<file path="config.mk">
export PLATFORM = sky130hd
export DESIGN_NAME = seq_shift_right
export DESIGN_NICKNAME = d
export VERILOG_FILES = /design/src/rtl/kgp_alu_pkg.sv /design/src/rtl/shr_step.sv /design/src/rtl/seq_shift_right.sv
export SDC_FILE = /design/constraint.sdc
export NUM_CORES = 1
export LEC_CHECK = 0
export BUFFER_PORTS_ARGS = -buffer_cell sky130_fd_sc_hd__buf_2
export CAP_MARGIN = 25
export CORE_MARGIN = 2
export CORE_UTILIZATION = 34
export DETAILED_ROUTE_END_ITERATION = 8
export GPL_ROUTABILITY_DRIVEN = 0
export PLACE_DENSITY = 0.58
export SKIP_LAST_GASP = 1
export SLEW_MARGIN = 20
export SYNTH_ARGS = -nofsm -noshare
export SYNTH_HDL_FRONTEND = slang
export SYNTH_SLANG_ARGS = --single-unit
</file>
<file path="constraint.sdc">
create_clock -name clk -period 2.1 [get_ports clk]
set_input_delay 0 -clock clk [delete_from_list [all_inputs] [get_ports clk]]
set_output_delay 0 -clock clk [all_outputs]
set_load 0.02 [all_outputs]
</file>
<file path="src/rtl/kgp_alu_pkg.sv">
// Shared definitions for the KGP-RISC ALU shift path: operand sizes,
// sequencer state encoding and shift-mode constants.
package kgp_alu_pkg;

    localparam int KGP_WIDTH   = 32;
    localparam int KGP_SHAMT_W = 5;

    typedef enum logic {
        IDLE  = 1'b0,
        SHIFT = 1'b1
    } shr_state_t;

    localparam logic SHR_LOGICAL = 1'b0;
    localparam logic SHR_ARITH   = 1'b1;

endpackage

</file>
<file path="src/rtl/shr_step.sv">
// Combinational right step by one or two positions.
// The fill bit is the operand sign bit in arithmetic mode and zero otherwise.
module shr_step
    import kgp_alu_pkg::*;
#(
    parameter int WIDTH = KGP_WIDTH
) (
    input  logic [WIDTH-1:0] operand,
    input  logic             mode,
    input  logic             two_step,
    output logic [WIDTH-1:0] result
);

    logic fill;

    always_comb begin
        fill = (mode == SHR_ARITH) ? operand[WIDTH-1] : 1'b0;
        if (two_step) begin
            result = {fill, fill, operand[WIDTH-1:2]};
        end else begin
            result = {fill, operand[WIDTH-1:1]};
        end
    end

endmodule

</file>
<file path="src/rtl/seq_shift_right.sv">
// Multi-cycle logical/arithmetic right shifter with a start/busy/done handshake.
// Defining SHR_DUAL_STEP_EN retires two bit positions per cycle where possible.
module seq_shift_right
    import kgp_alu_pkg::*;
#(
    parameter int WIDTH   = KGP_WIDTH,
    parameter int SHAMT_W = KGP_SHAMT_W
) (
    input  logic               clk,
    input  logic               rst_n,
    input  logic               start,
    input  logic [WIDTH-1:0]   in_data,
    input  logic [SHAMT_W-1:0] shamt,
    input  logic               arith,
    output logic [WIDTH-1:0]   out_data,
    output logic               busy,
    output logic               done
);

    shr_state_t         state;
    shr_state_t         next_state;
    logic [WIDTH-1:0]   sreg;
    logic [WIDTH-1:0]   step_out;
    logic [SHAMT_W-1:0] cnt;
    logic [SHAMT_W-1:0] cnt_dec;
    logic               mode;
    logic               load;
    logic               step;
    logic               finish;
    logic               two_step;

    always_ff @(posedge clk or negedge rst_n) begin
        if (!rst_n) begin
            state <= IDLE;
        end else begin
            state <= next_state;
        end
    end

    always_comb begin
        next_state = state;
        case (state)
            IDLE:    if (start) next_state = SHIFT;
            SHIFT:   if (cnt == '0) next_state = IDLE;
            default: next_state = IDLE;
        endcase
    end

    // Datapath controls; the step size shrinks to one for the last odd bit.
    always_comb begin
        load   = (state == IDLE) && start;
        step   = (state == SHIFT) && (cnt != '0);
        finish = (state == SHIFT) && (cnt == '0);
`ifdef SHR_DUAL_STEP_EN
        two_step = (cnt >= SHAMT_W'(2));
`else
        two_step = 1'b0;
`endif
        cnt_dec = two_step ? SHAMT_W'(2) : SHAMT_W'(1);
    end

    assign busy = (state == SHIFT);

    shr_step #(
        .WIDTH(WIDTH)
    ) u_step (
        .operand (sreg),
        .mode    (mode),
        .two_step(two_step),
        .result  (step_out)
    );

    always_ff @(posedge clk or negedge rst_n) begin
        if (!rst_n) begin
            sreg     <= '0;
            cnt      <= '0;
            mode     <= SHR_LOGICAL;
            out_data <= '0;
            done     <= 1'b0;
        end else begin
            done <= 1'b0;
            if (load) begin
                sreg <= in_data;
                cnt  <= shamt;
                mode <= arith;
            end else if (step) begin
                sreg <= step_out;
                cnt  <= cnt - cnt_dec;
            end else if (finish) begin
                out_data <= sreg;
                done     <= 1'b1;
            end
        end
    end

endmodule

</file>
## After elaboration in Yosys (flattened, before gate mapping)

Cells that the tools add are included.
W data, S select, Z words.

| operators by class | value |
|---|---|
| add/sub/neg operators | 1 |
| equality and inequality tests | 1 |
| muxes and demuxes | 11 |
| bitwise gates (word level) | 3 |
| reduce and logical (&&, ||, !) cells | 8 |

Operator list:

| cell | number |
|---|---|
| $mux W32 | 2 |
| $mux W5 | 2 |
| $mux W1 | 6 |
| $logic_not A5 Y1 | 1 |
| $reduce_bool A5 Y1 | 1 |
| $sub A5 B1 Y5 const B | 1 |
| $logic_and A1 B1 Y1 | 3 |
| $not A1 Y1 | 3 |
| $reduce_and A3 Y1 | 1 |
| $ne A2 B1 Y1 const B | 1 |
| $pmux W1 S2 | 1 |
| $reduce_and A2 Y1 | 1 |
| $reduce_bool A2 Y1 | 1 |

| word-level totals | value |
|---|---|
| bits in registers | 72 |
| input bits | 41 |
| output and inout bits | 34 |
| word-level logic and storage cells | 31 |

## Logic depth before layout (Yosys ltp)

Gate-level depths: netlist of the first run.

| depth | value |
|---|---|
| word-level depth | 5 |
| gate-level depth with buffers | 6 |

## Cells and area by module

Synthesis of the first run repeated with hierarchy kept, for this count alone.

| second synthesis, totals | value |
|---|---|
| cells, all modules | 348 |
| area total of the unflattened synthesis | 3568.4 um2 |

Modules (own cells, without submodules):

| module | times used | cells an instance | area an instance (um2) |
|---|---|---|---|
| seq_shift_right | 1 | 311 | 3171.8 |
| shr_step | 1 | 37 | 396.6 |

## Worst setup path after synthesis of the first run

OpenSTA, ideal clock, no wires.

| path | value |
|---|---|
| path type | flip-flop to flip-flop |
| start point | register state (netlist: busy) |
| end point | register sreg[5] |
| setup time | 0.123 ns |
| arrival | 1.557 ns |
| data required time | 1.977 ns |
| slack | 0.421 ns |
| cell stages (with the launch flop) | 6 |
| path buffers | 2 |
| cell sequence | dfrtp_1 buf_2 and2b_1 clkbuf_1 or2b_1 o221a_2 |

| on the way | value |
|---|---|
| word-level cells in the longest chain between the ends | 3 |
| elaborated cells between the ends (all ways) | 5 |
| classes of those cells | mux: 1; bitwise: 1; reduce/logical: 3 |

Ends and longest elaborated chain:

| item | line | text |
|---|---|---|
| from (decl) | seq_shift_right.sv:20 | `shr_state_t state;` |
| from (signal assigned) | seq_shift_right.sv:36 | `state <= next_state;` |
| $not A1 Y1 | - |  |
| $logic_and A1 B1 Y1 | seq_shift_right.sv:51 | `load = (state == IDLE) && start;` |
| $mux W32 or $reduce_bool A2 Y1 (tied branches) | - |  |
| to (signal assigned) | seq_shift_right.sv:83 | `sreg <= in_data;` |
| to (signal assigned) | seq_shift_right.sv:87 | `sreg <= step_out;` |
| to (decl) | seq_shift_right.sv:22 | `logic [WIDTH-1:0] sreg;` |

Several ways; a longest one is shown, not always the timed one.
A chain may end at the register's enable or synchronous reset.

## Worst setup path after layout of the first run

| path | value |
|---|---|
| start point | register cnt[0] |
| end point | register sreg[2] |

| on the way | value |
|---|---|
| word-level cells in the longest chain between the ends | 3 |

Ends and longest elaborated chain:

| item | line | text |
|---|---|---|
| from (decl) | seq_shift_right.sv:24 | `logic [SHAMT_W-1:0] cnt;` |
| from (signal assigned) | seq_shift_right.sv:84 | `cnt <= shamt;` |
| from (signal assigned) | seq_shift_right.sv:88 | `cnt <= cnt - cnt_dec;` |
| $reduce_bool A5 Y1 | seq_shift_right.sv:52 | `step = (state == SHIFT) && (cnt != '0);` |
| $logic_and A1 B1 Y1 | seq_shift_right.sv:52 |  |
| $reduce_bool A2 Y1 (no line) | - |  |

Every way passes these cells.

==> impl_metrics.tcl, run 1 <==
set metrics [dict create \
    status "finished, final reports clean" \
    clock-sinks 72 \
    maxSlewViolCount 0 \
    antenna_found_initial 0 \
    grt_pass1_vias 2233 \
    grt_setup_unrepaired "no" \
    criticalPathCategory "flip-flop to flip-flop" \
    wirelength_um 6940 \
    cts_buffers 9 \
    synth_warnings 0 \
    worst_r2r_startpoint "cnt[0]" \
    h-tree-depth 3 \
    period_minus_slack_ps 1860 \
    synth_edf_count 0 \
    ys_top_cells_by_count "dfrtp_1, o221a_2, mux2_4, nand2b_1, buf_6" \
    die_y_um 101 \
    drtIter0Drc 99 \
    final_nets 360 \
    die_area_um2 10200 \
    slew_headroom 0.401 \
    synth_cells 215 \
    register_area_um2 1800 \
    start_util 0.347 \
    power-per-cell-area_nw_per_um2 1600 \
    fill_cells 860 \
    seq_area_frac_synth 0.564 \
    worstSetupEndpointType "flip-flop" \
    syn_to_final_growth_pct 29.3 \
    min_path_type "input port to flip-flop" \
    whs_ps 10.6 \
    maxCapViolations 0 \
    rows 35 \
    grt_usage 0.138 \
    worst_setup_path_start_kind "flip-flop" \
    crit_fanout 17 \
    synth_top_cell_by_area "dfrtp_1" \
    fin_worst_skew_ps 14.9 \
    multi_input_area_um2 1280 \
    critPathArrivalTime_ps 2130 \
    hold_violations 0 \
    cts_tree "done" \
    dpl.hpwl_um 4250 \
    core_area_um2 9200 \
    fin_tns_setup_ps 0 \
    setup-violations-final 0 \
    yosysMostFrequentCell "dfrtp_1" \
    viasPerCell 4.95 \
    fmax_mhz 537 \
    grt_start_max_net_pins 73 \
    grt_first_pass_wirelength_um 11000 \
    cts_buffer_depth 2 \
    ys_top_cells_by_area "dfrtp_1, mux2_4, o221a_2" \
    synth.ff_latch_count 72 \
    yosys_most_used_dff "dfrtp_1" \
    reg2reg_slack_ps 240 \
    syn-cell-area_um2 3200 \
    antenna_left 0 \
    required_ps 2370 \
    antenna_cells 0 \
    synthArstFlopShare 1.00 \
    io_buffers 74 \
    placed_cells 392 \
    routed-via-count 2147 \
    leakage_nw 1.89 \
    tightest_slew_ps 898 \
    ir_worst_vdd_mv 0.797 \
    drc 0 \
    postSynthAreaPerCell_um2 14.9 \
    die_w_um 101 \
    startpoint "cnt[0]" \
    ios 75 \
    yosysTopAreaCellShare 0.564 \
    drtPass1Iterations 4 \
    path_clk_slew_ps 80 \
    wl_per_cell_um 16.0 \
    root_buffer "clkbuf_8" \
    drive_gt1_frac 0.517 \
    synth_nets 257 \
    finalNonFillerCells 434 \
    holdCritStartpoint "in_data[21]" \
    yosysUniqueCellTypes 28 \
    fin_crit_sh 0.886 \
    clk_latency_ps 340 \
    grt_overflow_total 0 \
]
==> routing by layer <==
layer,vias up,GRT usage,part of all wire
li1,1013,-,-
met1,1068,0.184,0.47
met2,56,0.218,0.47
met3,10,0.0312,0.044
met4,0,0.0561,0.015
met5,-,0,0
==> worst max-delay path, cell delays in order, from the launching register on <==
cell     delay, ps
dfrtp_1        400
inv_1           60
ha_1           230
nor4b_4        140
buf_4          180
a21oi_4        500
o221a_2        290
==> cell usage in the layout, fill, tap and decap left out, types with 5 or more instances in the layout <==
master / n
buf_2: 73
buf_4: 6
clkbuf_8: 10
dfrtp_1: 72
dlygate4sd3_1: 24
mux2_4: 28
nand2b_1: 28
nand3_1: 5
o221a_2: 32
==> logic make-up (layout without fill, tap and decap cells) <==
family | Yosys count | count (layout) | share of synthesized area
DFF | 72 | 72 | 0.564
buffers and inverters | 17 | 124 | 0.0415
AOI/OAI and AO/OA | 44 | 45 | 0.141
muxes | 33 | 33 | 0.148
adders and majority gates | 1 | 1 | 0.00391
and+or+nand+nor | 48 | 48 | 0.101
==> layout make-up <==
| type | instances | share of cell area |
|---|---|---|
| multi-input cells | 127 | 0.311 |
| well taps | 111 | 0.0336 |
| inverters | 3 | 0.00273 |
| clock buffers | 10 | 0.0333 |
| flip-flops and latches | 72 | 0.436 |
| repair buffers | 105 | 0.167 |
| clock inverters | 6 | 0.0161 |
==> sequential cells by signal (all words and copies together), names as in the netlist <==
name / cells
out_data: 32
sreg: 32
cnt: 5
busy: 1
done: 1
mode: 1
==> worst paths after layout <==
check | cells past startpoint | endpoint
worst max-delay path | 6 | sreg[2]
worst min-delay path | 3 | sreg[21]
min in group asynchronous | 2 | sreg[25]
worst min register to register | 2 | mode
max in group asynchronous | 2 | sreg[2]
worst max register to register | 6 | sreg[2]
==> stage by stage <==
stage | worst slack [ps] | instance area [µm²] | power [W] | utilization
after global placement | 102 | 3660 | 0.00540 | 0.398
after detailed placement | 70.1 | 3660 | 0.00547 | 0.398
after global routing | 120 | 4130 | 0.00703 | 0.449
after CTS | 67.4 | 4110 | 0.00664 | 0.447
final | 238 | 4130 | 0.00660 | 0.449
after floorplan | 421 | 3200 | 0.00476 | -
==> timing repair <==
action                                  4_1_cts  5_1_grt
endpoints found under the hold margin        95        0
endpoints found under the setup margin        0       32
buffers inserted                              0        1
hold buffers                                 24        0
gates resized for setup                       0        1
==> where the power goes <==
part           total, W  internal (W)  switching [W]
logic           0.00293       0.00154        0.00139
registers       0.00256       0.00206       0.000494
clock network   0.00112      0.000583       0.000534
No activity file was read; power rests on OpenSTA's default activity.
==> run 2, diff against run 1 <==
--- a/config.mk
+++ b/config.mk
@@ -8,10 +8,10 @@
 export BUFFER_PORTS_ARGS = -buffer_cell sky130_fd_sc_hd__buf_2
 export CAP_MARGIN = 25
 export CORE_MARGIN = 2
-export CORE_UTILIZATION = 34
+export CORE_UTILIZATION = 53
 export DETAILED_ROUTE_END_ITERATION = 8
 export GPL_ROUTABILITY_DRIVEN = 0
-export PLACE_DENSITY = 0.58
+export PLACE_DENSITY = 0.82
 export SKIP_LAST_GASP = 1
 export SLEW_MARGIN = 20
 export SYNTH_ARGS = -nofsm -noshare
==> run 2 against run 1 <==
Sequential cell count unchanged. Critical path depth decreased by 1. Total power increased by 0.39%. Utilization increased by 23 points. Global-route usage increased by 6.7 points. Die area decreased by 35%. Critical path type unchanged. Largest cell class unchanged.
==> impl_metrics.tcl, run 2 (synthesis gave the netlist of run 1 again) <==
set metrics [dict create \
    grt_pass1_vias 2049 \
    period_minus_slack_ps 1860 \
    h-tree-depth 3 \
    final_nets 351 \
    rows 28 \
    grt_start_max_net_pins 73 \
    clkPwrFrac 0.183 \
    maxCapViolations 0 \
    slew_headroom 0.412 \
    dpl.hpwl_um 4170 \
    comb_power_share 0.431 \
    antenna_found_initial 0 \
    min_path_type "input port to flip-flop" \
    antenna_left 0 \
    die_area_um2 6670 \
    switching_share 0.354 \
    required_ps 2380 \
    finalNonFillerCells 389 \
    cpMaxStageDelayCell "or4b_4" \
    final_cell_mix "buf_2, dfrtp_1, o221a_2" \
    clk_latency_ps 340 \
    tightest_slew_ps 883 \
    cts_buffer_depth 2 \
    io_buffers 74 \
    die_y_um 81.7 \
    p_int_w 0.00428 \
    clock-sinks 72 \
    critPathArrivalTime_ps 2150 \
    setup-violations-final 0 \
    fin_worst_skew_ps 7.35 \
    fmax_mhz 536 \
    drive_gt1_frac 0.522 \
    worst_setup_path_start_kind "flip-flop" \
    critical_path.top_delay_family "simple AND/OR/NAND/NOR gates" \
    utilization 0.680 \
    hold_depth 3 \
    fin_crit_sh 0.888 \
    hold_violations 0 \
    crit_fanout 32 \
    root_buffer "clkbuf_8" \
    routed-via-count 2102 \
    criticalPathCategory "flip-flop to flip-flop" \
    ir_worst_vdd_mv 0.910 \
    grt_overflow_total 0 \
    power-per-cell-area_nw_per_um2 1660 \
    core_area_um2 5890 \
    status "finished, final reports clean" \
    pwr-share-seq 0.386 \
    critical_path_buf_inv_count 1 \
    viasPerCell 5.40 \
    syn_to_final_growth_pct 25.3 \
    worstSetupEndpointType "flip-flop" \
    antenna_cells 0 \
    crit_cells 5 \
    leakage_nw 1.86 \
    wirelength_um 6340 \
    rr_worst_depth 5 \
    drc 0 \
    final_common_cell "buf_2" \
    placed_cells 356 \
    maxSlewViolCount 0 \
    crit_chain "inv_1 -> ha_1 -> or4b_4 -> nand2_4 -> o221a_2" \
    p_sw_w 0.00235 \
    die_w_um 81.7 \
    wl_per_cell_um 16.3 \
    largestRegisters "out_data x32, sreg x32, cnt x5" \
    ios 75 \
    cts_tree "done" \
    cts_buffers 9 \
    drtPass1Iterations 4 \
    grt_setup_unrepaired "no" \
    fin_tns_setup_ps 0 \
    grt_first_pass_wirelength_um 10100 \
    critPathMaxStageDelay_ps 520 \
    start_util 0.543 \
    grt_usage 0.205 \
    drtIter0Drc 125 \
    path_clk_slew_ps 70 \
]
==> run 2: cell count changes in the layout (fill, tap and decap cells not counted) <==
| cell | delta |
|---|---|
| dlygate4sd3_1 | -7 |
| a21oi_2 | +1 |
| clkbuf_1 | +1 |
| bufinv_16 | +1 |
| clkinvlp_4 | -1 |
| a21oi_4 | -2 |
| inv_6 | -1 |
| buf_4 | -1 |
==> run 2: worst paths after layout <==
check | start | to | slack [ps]
setup / recovery | cnt[0] | sreg[13] | 240
hold / removal | in_data[10] | sreg[10] | 9
setup reg to reg | cnt[0] | sreg[13] | 240
hold reg to reg | mode | mode | 480
max in group asynchronous | rst_n | out_data[17] | 1210
min in group asynchronous | rst_n | out_data[3] | 310
==> run 2: final cells by class <==
type	instances	area, µm²
Clock inverter	5	80.1
Timing Repair Buffer	97	613
Tap cell	75	93.8
Clock buffer	11	141
Inverter	3	11.3
Multi-Input combinational cell	126	1260
Fill cell	433	1880
Sequential cell	72	1800
==> run 2: what timing repair did <==
item                                    in CTS  in global routing
endpoints found under the setup margin       0                  0
hold endpoints to repair                    88                  0
setup buffers                                0                  0
gates resized for setup                      0                  0
hold buffers                                17                  0
==> run 2: tightest hold or removal path: cells and delay by family <==
family / cells / cell delay [ps]
AO/OA/AOI/OAI: 1 / 160
buffers and inverters: 1 / 80
AND/OR/NAND/NOR: 1 / 80
==> run 2: routing by layer <==
metal  track usage  wire length [µm]
met1         0.269              2810
met2         0.336              3140
met3        0.0297               266
met4         0.100               112
met5             0                 0
==> run 2: power by group through the flow <==
stage / clock network, W / registers, W / logic (W)
floorplan: 0 / 0.00284 / 0.00192
global placement: 0 / 0.00254 / 0.00276
detailed placement: 0 / 0.00257 / 0.00285
CTS: 0.00123 / 0.00256 / 0.00288
global route: 0.00128 / 0.00266 / 0.00310
finish: 0.00122 / 0.00256 / 0.00286
==> run 2: per-stage QoR <==
stage / hold slack [ps] / power (W) / area [µm²] / setup slack (ps)
3_5_place_dp: 182 / 0.00542 / 3610 / 264
2_1_floorplan: -296 / 0.00476 / 3200 / 421
4_1_cts: 2.61 / 0.00667 / 4000 / 252
6_report: 9.49 / 0.00663 / 4000 / 236
5_1_grt: 12.6 / 0.00704 / 4000 / 137
3_3_place_gp: 165 / 0.00529 / 3610 / 331
==> run 3, diff against run 2 <==
--- a/config.mk
+++ b/config.mk
@@ -7,11 +7,13 @@
 export LEC_CHECK = 0
 export BUFFER_PORTS_ARGS = -buffer_cell sky130_fd_sc_hd__buf_2
 export CAP_MARGIN = 25
+export CELL_PAD_IN_SITES_DETAIL_PLACEMENT = 1
+export CELL_PAD_IN_SITES_GLOBAL_PLACEMENT = 2
 export CORE_MARGIN = 2
-export CORE_UTILIZATION = 53
+export CORE_UTILIZATION = 36
 export DETAILED_ROUTE_END_ITERATION = 8
 export GPL_ROUTABILITY_DRIVEN = 0
-export PLACE_DENSITY = 0.82
+export PLACE_DENSITY = 0.81
 export SKIP_LAST_GASP = 1
 export SLEW_MARGIN = 20
 export SYNTH_ARGS = -nofsm -noshare
==> run 3 against run 2 <==
Maximum frequency is 6.5% lower. Combinational power hardly changed. Total power rose by 0.95%. Utilization fell by 22 points. First-iteration DRC count down 41%.
==> impl_metrics.tcl, run 3 (synthesis gave the netlist of run 1 again) <==
set metrics [dict create \
    status "finished, final reports clean" \
    clock-sinks 72 \
    routed-via-count 2131 \
    largestRegisters "out_data x32, sreg x32, cnt x5" \
    h-tree-depth 3 \
    period_minus_slack_ps 1990 \
    crit_fanout 16 \
    r2r_end "out_data[21]" \
    gr-usage-met1 0.202 \
    grt_first_pass_wirelength_um 11400 \
    clk_latency_ps 340 \
    slew_headroom 0.395 \
    ios 75 \
    die_area_um2 9650 \
    grt_start_max_net_pins 73 \
    met3_usage 0.0401 \
    grt_overflow_total 0 \
    start_util 0.368 \
    antenna_left 0 \
    top_usage_layer "met2" \
    wl_per_cell_um 17.2 \
    root_buffer "clkbuf_8" \
    power-per-cell-area_nw_per_um2 1660 \
    final_cell_mix "buf_2, dfrtp_1, o221a_2" \
    comb_power_share 0.428 \
    fin_crit_sh 0.949 \
    grt_usage 0.151 \
    setup-violations-final 0 \
    tightest_slew_ps 908 \
    cts_buffers 9 \
    criticalPathCategory "flip-flop to flip-flop" \
    fmax_mhz 502 \
    die_y_um 98.2 \
    drtIter0Drc 74 \
    antenna_found_initial 0 \
    worstSetupEndpointType "flip-flop" \
    antenna_cells 0 \
    io_buffers 74 \
    hold_depth 3 \
    drtPass1Iterations 4 \
    drive_gt1_frac 0.529 \
    p_int_w 0.00426 \
    reg2reg_slack_ps 110 \
    whs_ps 7.51 \
    switching_share 0.363 \
    rr_worst_depth 7 \
    fin_tns_setup_ps 0 \
    cts_tree "done" \
    worst_setup_path_start_kind "flip-flop" \
    post_cts_resized 0 \
    hold_end "sreg[28]" \
    fill_cells 939 \
    ir_worst_vdd_mv 0.584 \
    core_area_um2 8680 \
    die_w_um 98.2 \
    path_clk_slew_ps 70 \
    grt_pass1_vias 2272 \
    hold_violations 0 \
    wirelength_um 7280 \
    finalNonFillerCells 422 \
    maxSlewViolCount 0 \
    viasPerCell 5.05 \
    holdCritStartpoint "in_data[28]" \
    min_path_type "input port to flip-flop" \
    dpl.hpwl_um 4560 \
    critPathArrivalTime_ps 2220 \
    worst_r2r_startpoint "cnt[0]" \
    syn_to_final_growth_pct 25.8 \
    grt_util_met2 0.240 \
    maxCapViolations 0 \
    grt_setup_unrepaired "no" \
    placed_cells 388 \
    drc 0 \
    clkPwrFrac 0.184 \
    final_nets 351 \
    fin_worst_skew_ps 8.57 \
    pwr-share-seq 0.388 \
    cts_buffer_depth 2 \
    leakage_nw 1.86 \
    p_sw_w 0.00243 \
    final_common_cell "buf_2" \
    required_ps 2330 \
    rows 34 \
]
run 3: cell types whose count changed in the layout (fill, tap and decap cells not counted), sizes merged:
cell / before / now
a21oi: 1 / 2
buf: 80 / 81
clkinv: 1 / 2
clkinvlp: 2 / 0
dlygate4sd3: 17 / 15
inv: 3 / 4
run 3: routing by layer:
metal | share of wire | up-vias
met5 | 0 | -
met4 | 0.012 | 0
met3 | 0.047 | 9
met2 | 0.48 | 60
met1 | 0.46 | 1068
li1 | - | 994
run 3: metrics by stage:
stage	cell area [µm²]	total power (W)	setup slack [ps]	util
6_report	4020	0.00669	106	0.463
5_1_grt	4020	0.00711	1.78	0.463
4_1_cts	4000	0.00672	73.2	0.461
3_5_place_dp	3630	0.00544	102	0.418
3_3_place_gp	3630	0.00531	187	0.418
2_1_floorplan	3200	0.00476	421	-
run 3: worst max-delay path by stage:
stage                start            to  slack, ps  cells past startpoint
floorplan             busy       sreg[5]        420                      5
global route        cnt[0]  out_data[21]          2                      7
finish              cnt[0]  out_data[21]        110                      7
global placement    cnt[0]       sreg[5]        190                      5
detailed placement  cnt[0]      sreg[22]        100                      5
CTS                 cnt[0]      sreg[22]         70                      5
run 3: what timing repair did:
| action | CTS | global route |
|---|---|---|
| hold buffers | 15 | 0 |
| endpoints found under the setup margin | 0 | 32 |
| hold endpoints to repair | 86 | 0 |
| setup buffers | 0 | 2 |
run 3: layout make-up:
type | count | area [µm²] | share of cell area
flip-flops and latches | 72 | 1800 | 0.448
repair buffers | 96 | 576 | 0.143
clock inverters | 5 | 78.8 | 0.0196
inverters | 3 | 11.3 | 0.00280
multi-input cells | 127 | 1280 | 0.318
clock buffers | 11 | 141 | 0.0352
well taps | 108 | 135 | 0.0336
run 3: power by group through the flow:
stage | Combinational [W] | Clock [W] | Sequential, W
detailed placement | 0.00283 | 0 | 0.00261
global placement | 0.00273 | 0 | 0.00257
floorplan | 0.00192 | 0 | 0.00284
CTS | 0.00286 | 0.00126 | 0.00259
global route | 0.00310 | 0.00132 | 0.00269
finish | 0.00287 | 0.00123 | 0.00260
run 3: worst max-delay path: stages, from the launching register on:
cell and delay (ps):
dfrtp_1 430, inv_1 80, ha_1 210, nor4b_4 340, buf_4 200, nand2_4 50, buf_4 240, mux2_4 330
